==> config.mk <==
export PLATFORM = sky130hd
export DESIGN_NAME = piso_serializer
export DESIGN_NICKNAME = d
export VERILOG_FILES = /design/src/rtl/piso_serializer_pkg.sv /design/src/rtl/piso_serializer.sv
export SDC_FILE = /design/constraint.sdc
export NUM_CORES = 1
export LEC_CHECK = 0
export CAP_MARGIN = 20
export CORE_UTILIZATION = 40
export CTS_CLUSTER_DIAMETER = 50
export CTS_CLUSTER_SIZE = 14
export DETAILED_ROUTE_END_ITERATION = 7
export PLACE_DENSITY = 0.67
export SYNTH_ARGS = -nofsm -noshare
export SYNTH_HDL_FRONTEND = slang
export SYNTH_SLANG_ARGS = --single-unit
==> constraint.sdc <==
create_clock -name clk -period 2.82 [get_ports clk]
set_input_delay 0.564 -clock clk [delete_from_list [all_inputs] [get_ports clk]]
set_output_delay 0.564 -clock clk [all_outputs]
set_load 0.1 [all_outputs]
==> src/rtl/piso_serializer_pkg.sv <==
// Shared definitions for the parallel-in/serial-out serializer.
// Latency: none (types, constants and helpers only).
// Backpressure: not applicable.
package piso_serializer_pkg;

  // 2-bit state encoding shared with anything that decodes serializer state.
  typedef enum logic [1:0] {
    ST_IDLE  = 2'd0,
    ST_SHIFT = 2'd1,
    ST_GAP   = 2'd2
  } state_e;

  // Width of a counter that must index 0..n-1 (never narrower than 1 bit).
  function automatic int cnt_width(input int n);
    if (n <= 2) return 1;
    return $clog2(n);
  endfunction

endpackage

==> src/rtl/piso_serializer.sv <==
// Serializes handshaked WIDTH-bit words to one bit per cycle with an optional idle gap.
// Latency: word accepted at edge t drives bit 0 at cycle t+1; bits span t+1..t+WIDTH.
// Backpressure: din_ready only in IDLE, on the last bit (no gap) or the last gap cycle.
module piso_serializer
  import piso_serializer_pkg::*;
#(
  parameter int WIDTH      = 8,
  parameter bit MSB_FIRST  = 1'b1,
  parameter int GAP_CYCLES = 0,
  parameter bit IDLE_BIT   = 1'b0
) (
  input  logic             clk,
  input  logic             rst,
  input  logic [WIDTH-1:0] din_data,
  input  logic             din_valid,
  output logic             din_ready,
  output logic             sout,
  output logic             sout_valid,
  output logic             frame_done,
  output logic             busy
);

  localparam int BW      = cnt_width(WIDTH);
  localparam int GW      = cnt_width((GAP_CYCLES > 0) ? GAP_CYCLES : 1);
  localparam bit HAS_GAP = (GAP_CYCLES > 0);

  localparam logic [BW-1:0] LAST_BIT = BW'(WIDTH - 1);
  localparam logic [GW-1:0] LAST_GAP = GW'((GAP_CYCLES > 0) ? (GAP_CYCLES - 1) : 0);

  state_e           state_q, state_d;
  logic [WIDTH-1:0] shreg_q, shreg_d;
  logic [BW-1:0]    bit_cnt_q, bit_cnt_d;
  logic [GW-1:0]    gap_cnt_q, gap_cnt_d;
  logic             sout_q, sout_d;
  logic             sout_valid_q, sout_valid_d;
  logic             frame_done_q, frame_done_d;
  logic             busy_q, busy_d;
  logic             accept;

  // Bit that goes out next from a (possibly partially shifted) word.
  function automatic logic head_bit(input logic [WIDTH-1:0] v);
    return MSB_FIRST ? v[WIDTH-1] : v[0];
  endfunction

  // Drop the head bit so the following bit becomes the new head.
  function automatic logic [WIDTH-1:0] drop_head(input logic [WIDTH-1:0] v);
    return MSB_FIRST ? (v << 1) : (v >> 1);
  endfunction

  // Ready is a pure decode of registered state, forced low while in reset.
  always_comb begin
    din_ready = 1'b0;
    if (!rst) begin
      case (state_q)
        ST_IDLE:  din_ready = 1'b1;
        ST_SHIFT: din_ready = !HAS_GAP && (bit_cnt_q == LAST_BIT);
        ST_GAP:   din_ready = (gap_cnt_q == LAST_GAP);
        default:  din_ready = 1'b0;
      endcase
    end
  end

  assign accept = din_valid && din_ready;

  // Next state; the outputs are computed one cycle ahead so they leave the block registered.
  always_comb begin
    state_d      = state_q;
    shreg_d      = shreg_q;
    bit_cnt_d    = bit_cnt_q;
    gap_cnt_d    = gap_cnt_q;
    sout_d       = IDLE_BIT;
    sout_valid_d = 1'b0;
    frame_done_d = 1'b0;

    if (accept) begin
      // Ready only exists at word boundaries, so any accept starts a fresh word.
      state_d      = ST_SHIFT;
      shreg_d      = din_data;
      bit_cnt_d    = '0;
      gap_cnt_d    = '0;
      sout_d       = head_bit(din_data);
      sout_valid_d = 1'b1;
    end else begin
      case (state_q)
        ST_IDLE: begin
        end
        ST_SHIFT: begin
          if (bit_cnt_q == LAST_BIT) begin
            bit_cnt_d = '0;
            gap_cnt_d = '0;
            state_d   = HAS_GAP ? ST_GAP : ST_IDLE;
          end else begin
            shreg_d      = drop_head(shreg_q);
            bit_cnt_d    = bit_cnt_q + 1'b1;
            sout_d       = head_bit(drop_head(shreg_q));
            sout_valid_d = 1'b1;
            frame_done_d = ((bit_cnt_q + 1'b1) == LAST_BIT);
          end
        end
        ST_GAP: begin
          if (gap_cnt_q == LAST_GAP) begin
            gap_cnt_d = '0;
            state_d   = ST_IDLE;
          end else begin
            gap_cnt_d = gap_cnt_q + 1'b1;
          end
        end
        default: begin
          // Unreachable encoding: fall back to the reset picture.
          state_d   = ST_IDLE;
          shreg_d   = '0;
          bit_cnt_d = '0;
          gap_cnt_d = '0;
        end
      endcase
    end

    busy_d = (state_d != ST_IDLE);
  end

  // State and output registers with synchronous reset.
  always_ff @(posedge clk) begin
    if (rst) begin
      state_q      <= ST_IDLE;
      shreg_q      <= '0;
      bit_cnt_q    <= '0;
      gap_cnt_q    <= '0;
      sout_q       <= IDLE_BIT;
      sout_valid_q <= 1'b0;
      frame_done_q <= 1'b0;
      busy_q       <= 1'b0;
    end else begin
      state_q      <= state_d;
      shreg_q      <= shreg_d;
      bit_cnt_q    <= bit_cnt_d;
      gap_cnt_q    <= gap_cnt_d;
      sout_q       <= sout_d;
      sout_valid_q <= sout_valid_d;
      frame_done_q <= frame_done_d;
      busy_q       <= busy_d;
    end
  end

  assign sout       = sout_q;
  assign sout_valid = sout_valid_q;
  assign frame_done = frame_done_q;
  assign busy       = busy_q;

endmodule

==> results of run 1 <==
==> stage by stage <==
stage | hold WS [ns] | util (%)
floorplan | 0.4244 | -
global placement | 0.4368 | 54.06
detailed placement | 0.4378 | 54.06
CTS | 0.4571 | 56.41
global route | 0.4910 | 56.41
finish | 0.4534 | 56.41
==> area by class of cell <==
| cell class | count | area share (%) |
|---|---|---|
| clock buffer | 4 | 4.173 |
| inverter | 3 | 1.295 |
| multi-input combinational | 43 | 38.13 |
| sequential | 16 | 36.83 |
| tap | 16 | 2.302 |
| timing repair buffer | 15 | 17.27 |
==> critical path, delay by kind of cell, from the launching register on <==
family | cells | cell delay (ns)
flip-flops | 1 | 0.39
buffers and inverters | 2 | 0.30
adder cells (fa/ha/maj) | 2 | 0.44
AO/OA/AOI/OAI | 1 | 0.27
AND/OR/NAND/NOR | 1 | 0.13
==> path summary, 6_finish.rpt <==
kind / slack (ns) / start / cells past startpoint / end
hold / removal: 0.45 / shreg_q[4]$_SDFFE_PP0P_ / 2 / shreg_q[5]$_SDFFE_PP0P_
hold reg to reg: 0.45 / shreg_q[4]$_SDFFE_PP0P_ / 2 / shreg_q[5]$_SDFFE_PP0P_
setup reg to reg: 1.17 / bit_cnt_q[0]$_SDFFE_PP0N_ / 5 / shreg_q[2]$_SDFFE_PP0P_
setup / recovery: 0.44 / bit_cnt_q[0]$_SDFFE_PP0N_ / 6 / din_ready
==> cell usage in the layout (no fill, tap or decap), types with 2 or more instances in the layout <==
cell type,synthesis,routed
o21ai_0,5,5
buf_4,0,4
a21oi_1,3,3
inv_2,2,2
clkdlybuf4s50_1,0,10
mux2i_1,7,7
a21o_2,2,2
ha_1,3,3
clkbuf_4,0,3
nand2_1,5,5
nor3_1,3,3
dfxtp_1,16,16
a21o_1,3,3
==> layer usage <==
| layer | vias to the layer above | global-route usage (%) | part of all wire, % | routed length, µm |
|---|---|---|---|---|
| li1 | 263 | - | - | - |
| met1 | 223 | 19.11 | 47 | 529 |
| met2 | 12 | 22.42 | 46 | 520 |
| met3 | 3 | 6.383 | 5.4 | 61 |
| met4 | 0 | 5.625 | 1.2 | 13 |
| met5 | - | 0 | 0 | 0 |
==> power by group through the flow <==
stage	registers (mW)	logic [mW]	clock network, mW
6_report	0.246	0.0890	0.149
5_1_grt	0.248	0.0949	0.161
4_1_cts	0.246	0.0900	0.156
3_5_place_dp	0.251	0.0898	0
3_3_place_gp	0.251	0.0892	0
2_1_floorplan	0.272	0.0364	0
==> sequential cells by signal (all words and copies together), names as in the netlist <==
name        cells
sout            1
bit_cnt_q       3
sout_valid      1
busy            1
frame_done      1
shreg_q         7
state_q         2
==> kinds of logic after synthesis <==
logic type      count (synthesis)  share of synthesized area, %
compound gates                 16                         15.92
simple gates                   16                         17.04
flops                          16                         47.94
mux                             7                         10.49
buf+inv                         4                         2.434
fa+ha+maj                       3                         5.619
other cells                     1                        0.5613
==> reports/metrics.cfg, run 1 <==
[cells_and_area]
multiInputGateArea_um2=331.6
final_cell_area_um2=869.6
layout.cells.non_filler=97
layout.nets=96
area_growth_pct=30.15
regArea_um2=320.3
num_antenna_cells=0
drive_gt1_share_pct=20.99
nFillCells=138

[global_route]
track_usage_pct=15.04
grt_first_pass_wirelength_um=2007
antenna_found_initial=0
grt-ovfl-total=0
grt_max_degree=13
grt_pass1_vias=458

[power]
power_frac_seq_pct=50.8
p_leak_nw=0.3850
power_frac_clock_pct=30.9
power_switching_mw=0.1313
p_int_mw=0.3528
power_mw=0.4841
power_density_mw_per_mm2=556.7
ir_drop_mv=0.3066
p_comb_share_pct=18.4
switching_share_pct=27.12

[floorplanning]
core_mm2=0.001541
die-width_um=42.87
die_area_mm2=0.001838
die_y_um=42.87
rows=14
start_util_pct=43.34
io_pins=16

[placed_design]
port_buffers=15
gp_congestion=0.8298
dpl_cell_area_um2=833.3
hpwlAfterDp_um=818.7
dp.cells=93
pre_cts_slack_ns=0.5338

[status]
outcome=finished clean

[worst_setup_path]
cpPeakStageDelay_ns=0.39
cp.required_ns=2.26
path_cells=ha_1 -> ha_1 -> nand2b_1 -> a21o_2 -> inv_2 -> buf_12
endpoint_kind=output pin
cp-start-kind=flop
worst-path-max-fanout=7
crit_arrival_ns=1.81
crit_slowest_cell=dfxtp_1
crit_top_cell=ha_1
critPathKind=reg -> out

[sta]
fin_crit_ns=2.378
finClkSkew_ns=0.004833
hold_viol=0
tightest_slew_ns=0.5765
timing.final.ws_setup_ns=0.4420
slew_headroom_pct=61.45
setup_viol=0
period_share_pct=84.33
rsz0062_at_grt=no
fin_tns_setup_ns=0
fmax_mhz=420.5
drv_slew=0

[clock_tree]
cts_hold_buf=0
cts_made_buffers=3
post_cts_buffers=0
htreeDepth=1
clock_path_buffers=2
clock_insertion_delay_worst_skew_ns=0.29
clkTransAtPathRegs_ns=0.09
tritoncts=built
cts_resized=0
root_buffer=clkbuf_4
cts.sinks=16

[synthesis]
synth-main-ff-cell=dfxtp_1
ys_ff_latch=16
avgSynthCellArea_um2=10.61
synth-warning-count=0
synth_top_area_share_pct=47.94
synth.area.top_cells=dfxtp_1 (48%), mux2i_1 (10%), ha_1 (5.6%)
syn-cell-area_um2=668.1
synth_cell_type_count=24
synth_edf_count=0
yosysMostFrequentCell=dfxtp_1
synthesis.instances=63
ys_top_cells_by_count=dfxtp_1 (16), mux2i_1 (7), nand2_1 (5), o21ai_0 (5)
synthArstFlopShare_pct=0
syn_nets=77
ys_seq_area_share_pct=47.94
synth.largest_area_cell=dfxtp_1

[routing]
drtPass1Iterations=4
drc_errors=0
wire_per_inst_um=11.60
via_per_inst=5.165
wl_um=1125
drt_iter0_markers=3
drtAntennaViolNets=0
vias=501

[run]
maxCapViolations=0

[worst_hold_path]
hp-class=reg -> reg

Note: power is estimated with default switching activity, not from simulation.
==> run 2, diff against run 1 <==
==> constraint.sdc (replaced) <==
create_clock -name clk -period 2.4 [get_ports clk]
set_input_delay 0.48 -clock clk [delete_from_list [all_inputs] [get_ports clk]]
set_output_delay 0.48 -clock clk [all_outputs]
set_load 0.1 [all_outputs]
==> run 2 against run 1 <==
Wire length increased by 7.3%. Via count is 2.6% higher. Power up 9.6%. Clock-buffer cell count fell by 1. Largest power group unchanged. Register-to-register slack lost 0.43 ns. Utilization increased by 0.081 points. Sequential power increased by 17%.
==> reports/metrics.cfg, run 2 (synthesis gave the netlist of run 1 again) <==
[worst_setup_path]
cp-start-kind=flop  ; unchanged
reg2reg_depth=4  ; was 5
cp.required_ns=1.92  ; was 2.26 ns
endpoint_kind=output pin  ; unchanged
reg2reg_slack_ns=0.74  ; was 1.17 ns
rr_startpoint=bit_cnt_q[0]$_SDFFE_PP0N_  ; unchanged
worst-path-max-fanout=7  ; unchanged
reg2reg_to=frame_done$_SDFF_PP0_  ; was shreg_q[2]$_SDFFE_PP0P_
crit_arrival_ns=1.80  ; was 1.81 ns
critPathKind=reg -> out  ; unchanged

[power]
power_density_mw_per_mm2=609.4  ; was 556.7 mW/mm²
ir_drop_mv=0.3092  ; was 0.3066 mV
p_leak_nw=0.3874  ; was 0.3850 nW

[placed_design]
gp_congestion=0.8685  ; was 0.8298
dpl_cell_area_um2=848.3  ; was 833.3 µm²
port_buffers=15  ; unchanged
dp.cells=95  ; was 93
hpwlAfterDp_um=908.3  ; was 818.7 µm

[routing]
wl_um=1207  ; was 1125 µm
via_per_inst=5.245  ; was 5.165
drtPass1Iterations=5  ; was 4
drtAntennaViolNets=0  ; unchanged
drc_errors=0  ; unchanged
wire_per_inst_um=12.32  ; was 11.60 µm
vias=514  ; was 501
drt_iter0_markers=11  ; was 3

[sta]
drv_slew=0  ; unchanged
tightest_slew_ns=0.5571  ; was 0.5765 ns
finClkSkew_ns=0.001183  ; was 0.004833 ns
fin_hold_ws_ns=0.4650  ; was 0.4534 ns
period_share_pct=94.82
setup_viol=0  ; unchanged
slew_headroom_pct=62.70  ; was 61.45%
fin_tns_setup_ns=0  ; unchanged
fmax_mhz=439.4
rsz0062_at_grt=no  ; unchanged
hold_viol=0  ; unchanged
fin_crit_ns=2.276

[cells_and_area]
area_growth_pct=30.34  ; was 30.15%
largest_reg_flops=7  ; unchanged
final_cell_area_um2=870.8  ; was 869.6 µm²
layout.cells.non_filler=98  ; was 97
num_antenna_cells=0  ; unchanged
final_core_util_pct=56.49  ; was 56.41%
layout.nets=98  ; was 96
largestRegisters=shreg_q x7, bit_cnt_q x3, state_q x2  ; unchanged
regMostFlops=shreg_q  ; unchanged
drive_gt1_share_pct=21.95  ; was 20.99%
layout_common_cells=dfxtp_1 (16), clkdlybuf4s50_1 (10), mux2i_1 (7)  ; unchanged
final_common_cell=dfxtp_1  ; unchanged

[floorplanning]
rows=14  ; unchanged
die-width_um=42.87  ; unchanged
start_util_pct=43.34  ; unchanged
io_pins=16  ; unchanged
core_mm2=0.001541  ; unchanged
die_area_mm2=0.001838  ; unchanged
die_y_um=42.87  ; unchanged

[clock_tree]
cts_hold_buf=0  ; unchanged
tritoncts=built  ; unchanged
cts_resized=0  ; unchanged
clock_insertion_delay_worst_skew_ns=0.28  ; was 0.29 ns
clkTransAtPathRegs_ns=0.08  ; was 0.09 ns
cts.sinks=16  ; unchanged
clock_path_buffers=2  ; unchanged
post_cts_buffers=0  ; unchanged
htreeDepth=1  ; unchanged
cts_made_buffers=3  ; unchanged
root_buffer=clkbuf_4  ; unchanged

[global_route]
grt-ovfl-total=0  ; unchanged
grt_pass1_vias=504  ; was 458
grt_max_degree=11  ; was 13
antenna_found_initial=0  ; unchanged
track_usage_pct=15.61  ; was 15.04%
grt_first_pass_wirelength_um=2145  ; was 2007 µm

[worst_hold_path]
hold_path_depth=2  ; unchanged
worstHoldEndpoint=shreg_q[6]$_SDFFE_PP0P_  ; was shreg_q[5]$_SDFFE_PP0P_
hold_start=shreg_q[5]$_SDFFE_PP0P_  ; was shreg_q[4]$_SDFFE_PP0P_
hp-class=reg -> reg  ; unchanged

[run]
maxCapViolations=0  ; unchanged

[status]
outcome=finished clean  ; unchanged

[run 2: cell types whose count changed in the layout (fill, tap and decap cells not counted), sizes merged]
cell / change
clkbuf: -1
buf: +2
[run 2: worst max path at each step]
stage | start | end | slack [ns] | cells past startpoint
after floorplan | bit_cnt_q[0]$_SDFFE_PP0N_ | din_ready | 0.47 | 5
after global placement | rst | din_ready | 0.46 | 4
after detailed placement | bit_cnt_q[0]$_SDFFE_PP0N_ | din_ready | 0.43 | 6
after CTS | bit_cnt_q[0]$_SDFFE_PP0N_ | din_ready | 0.13 | 6
after global routing | bit_cnt_q[1]$_SDFFE_PP0N_ | din_ready | 0.009 | 6
final | bit_cnt_q[0]$_SDFFE_PP0N_ | din_ready | 0.12 | 6
[run 2: critical path, cell delays in order, from the launching register on]
cell,delay (ns)
dfxtp_1,0.40
ha_1,0.18
ha_1,0.25
nand2b_1,0.12
a21o_2,0.28
inv_2,0.12
buf_12,0.18
[run 2: per-layer routing]
| layer | GRT usage, % | vias up | share of wire (%) |
|---|---|---|---|
| met4 | 6.875 | 0 | 1.3 |
| li1 | - | 264 | - |
| met3 | 5.106 | 2 | 4.1 |
| met2 | 22.12 | 17 | 46 |
| met1 | 21.37 | 231 | 49 |
| met5 | 0 | - | 0 |
[run 2: layout make-up]
type / instances / area, µm²
repair buffers: 17 / 165.2
multi-input cells: 43 / 331.6
fillers: 153 / 670.6
flip-flops and latches: 16 / 320.3
well taps: 16 / 20.02
inverters: 3 / 11.26
clock buffers: 3 / 22.52
[run 2: power breakdown]
part / total, mW / internal, mW / switching (mW)
Sequential: 0.289 / 0.280 / 0.00941
Clock: 0.134 / 0.0581 / 0.0759
Combinational: 0.108 / 0.0445 / 0.0632
[run 2: through the flow]
step	setup WS, ns	power [mW]
after global routing	0.008831	0.5544
after floorplan	0.4724	0.3626
after global placement	0.4645	0.4026
after detailed placement	0.4329	0.4037
final	0.1244	0.5307
after CTS	0.1295	0.5370
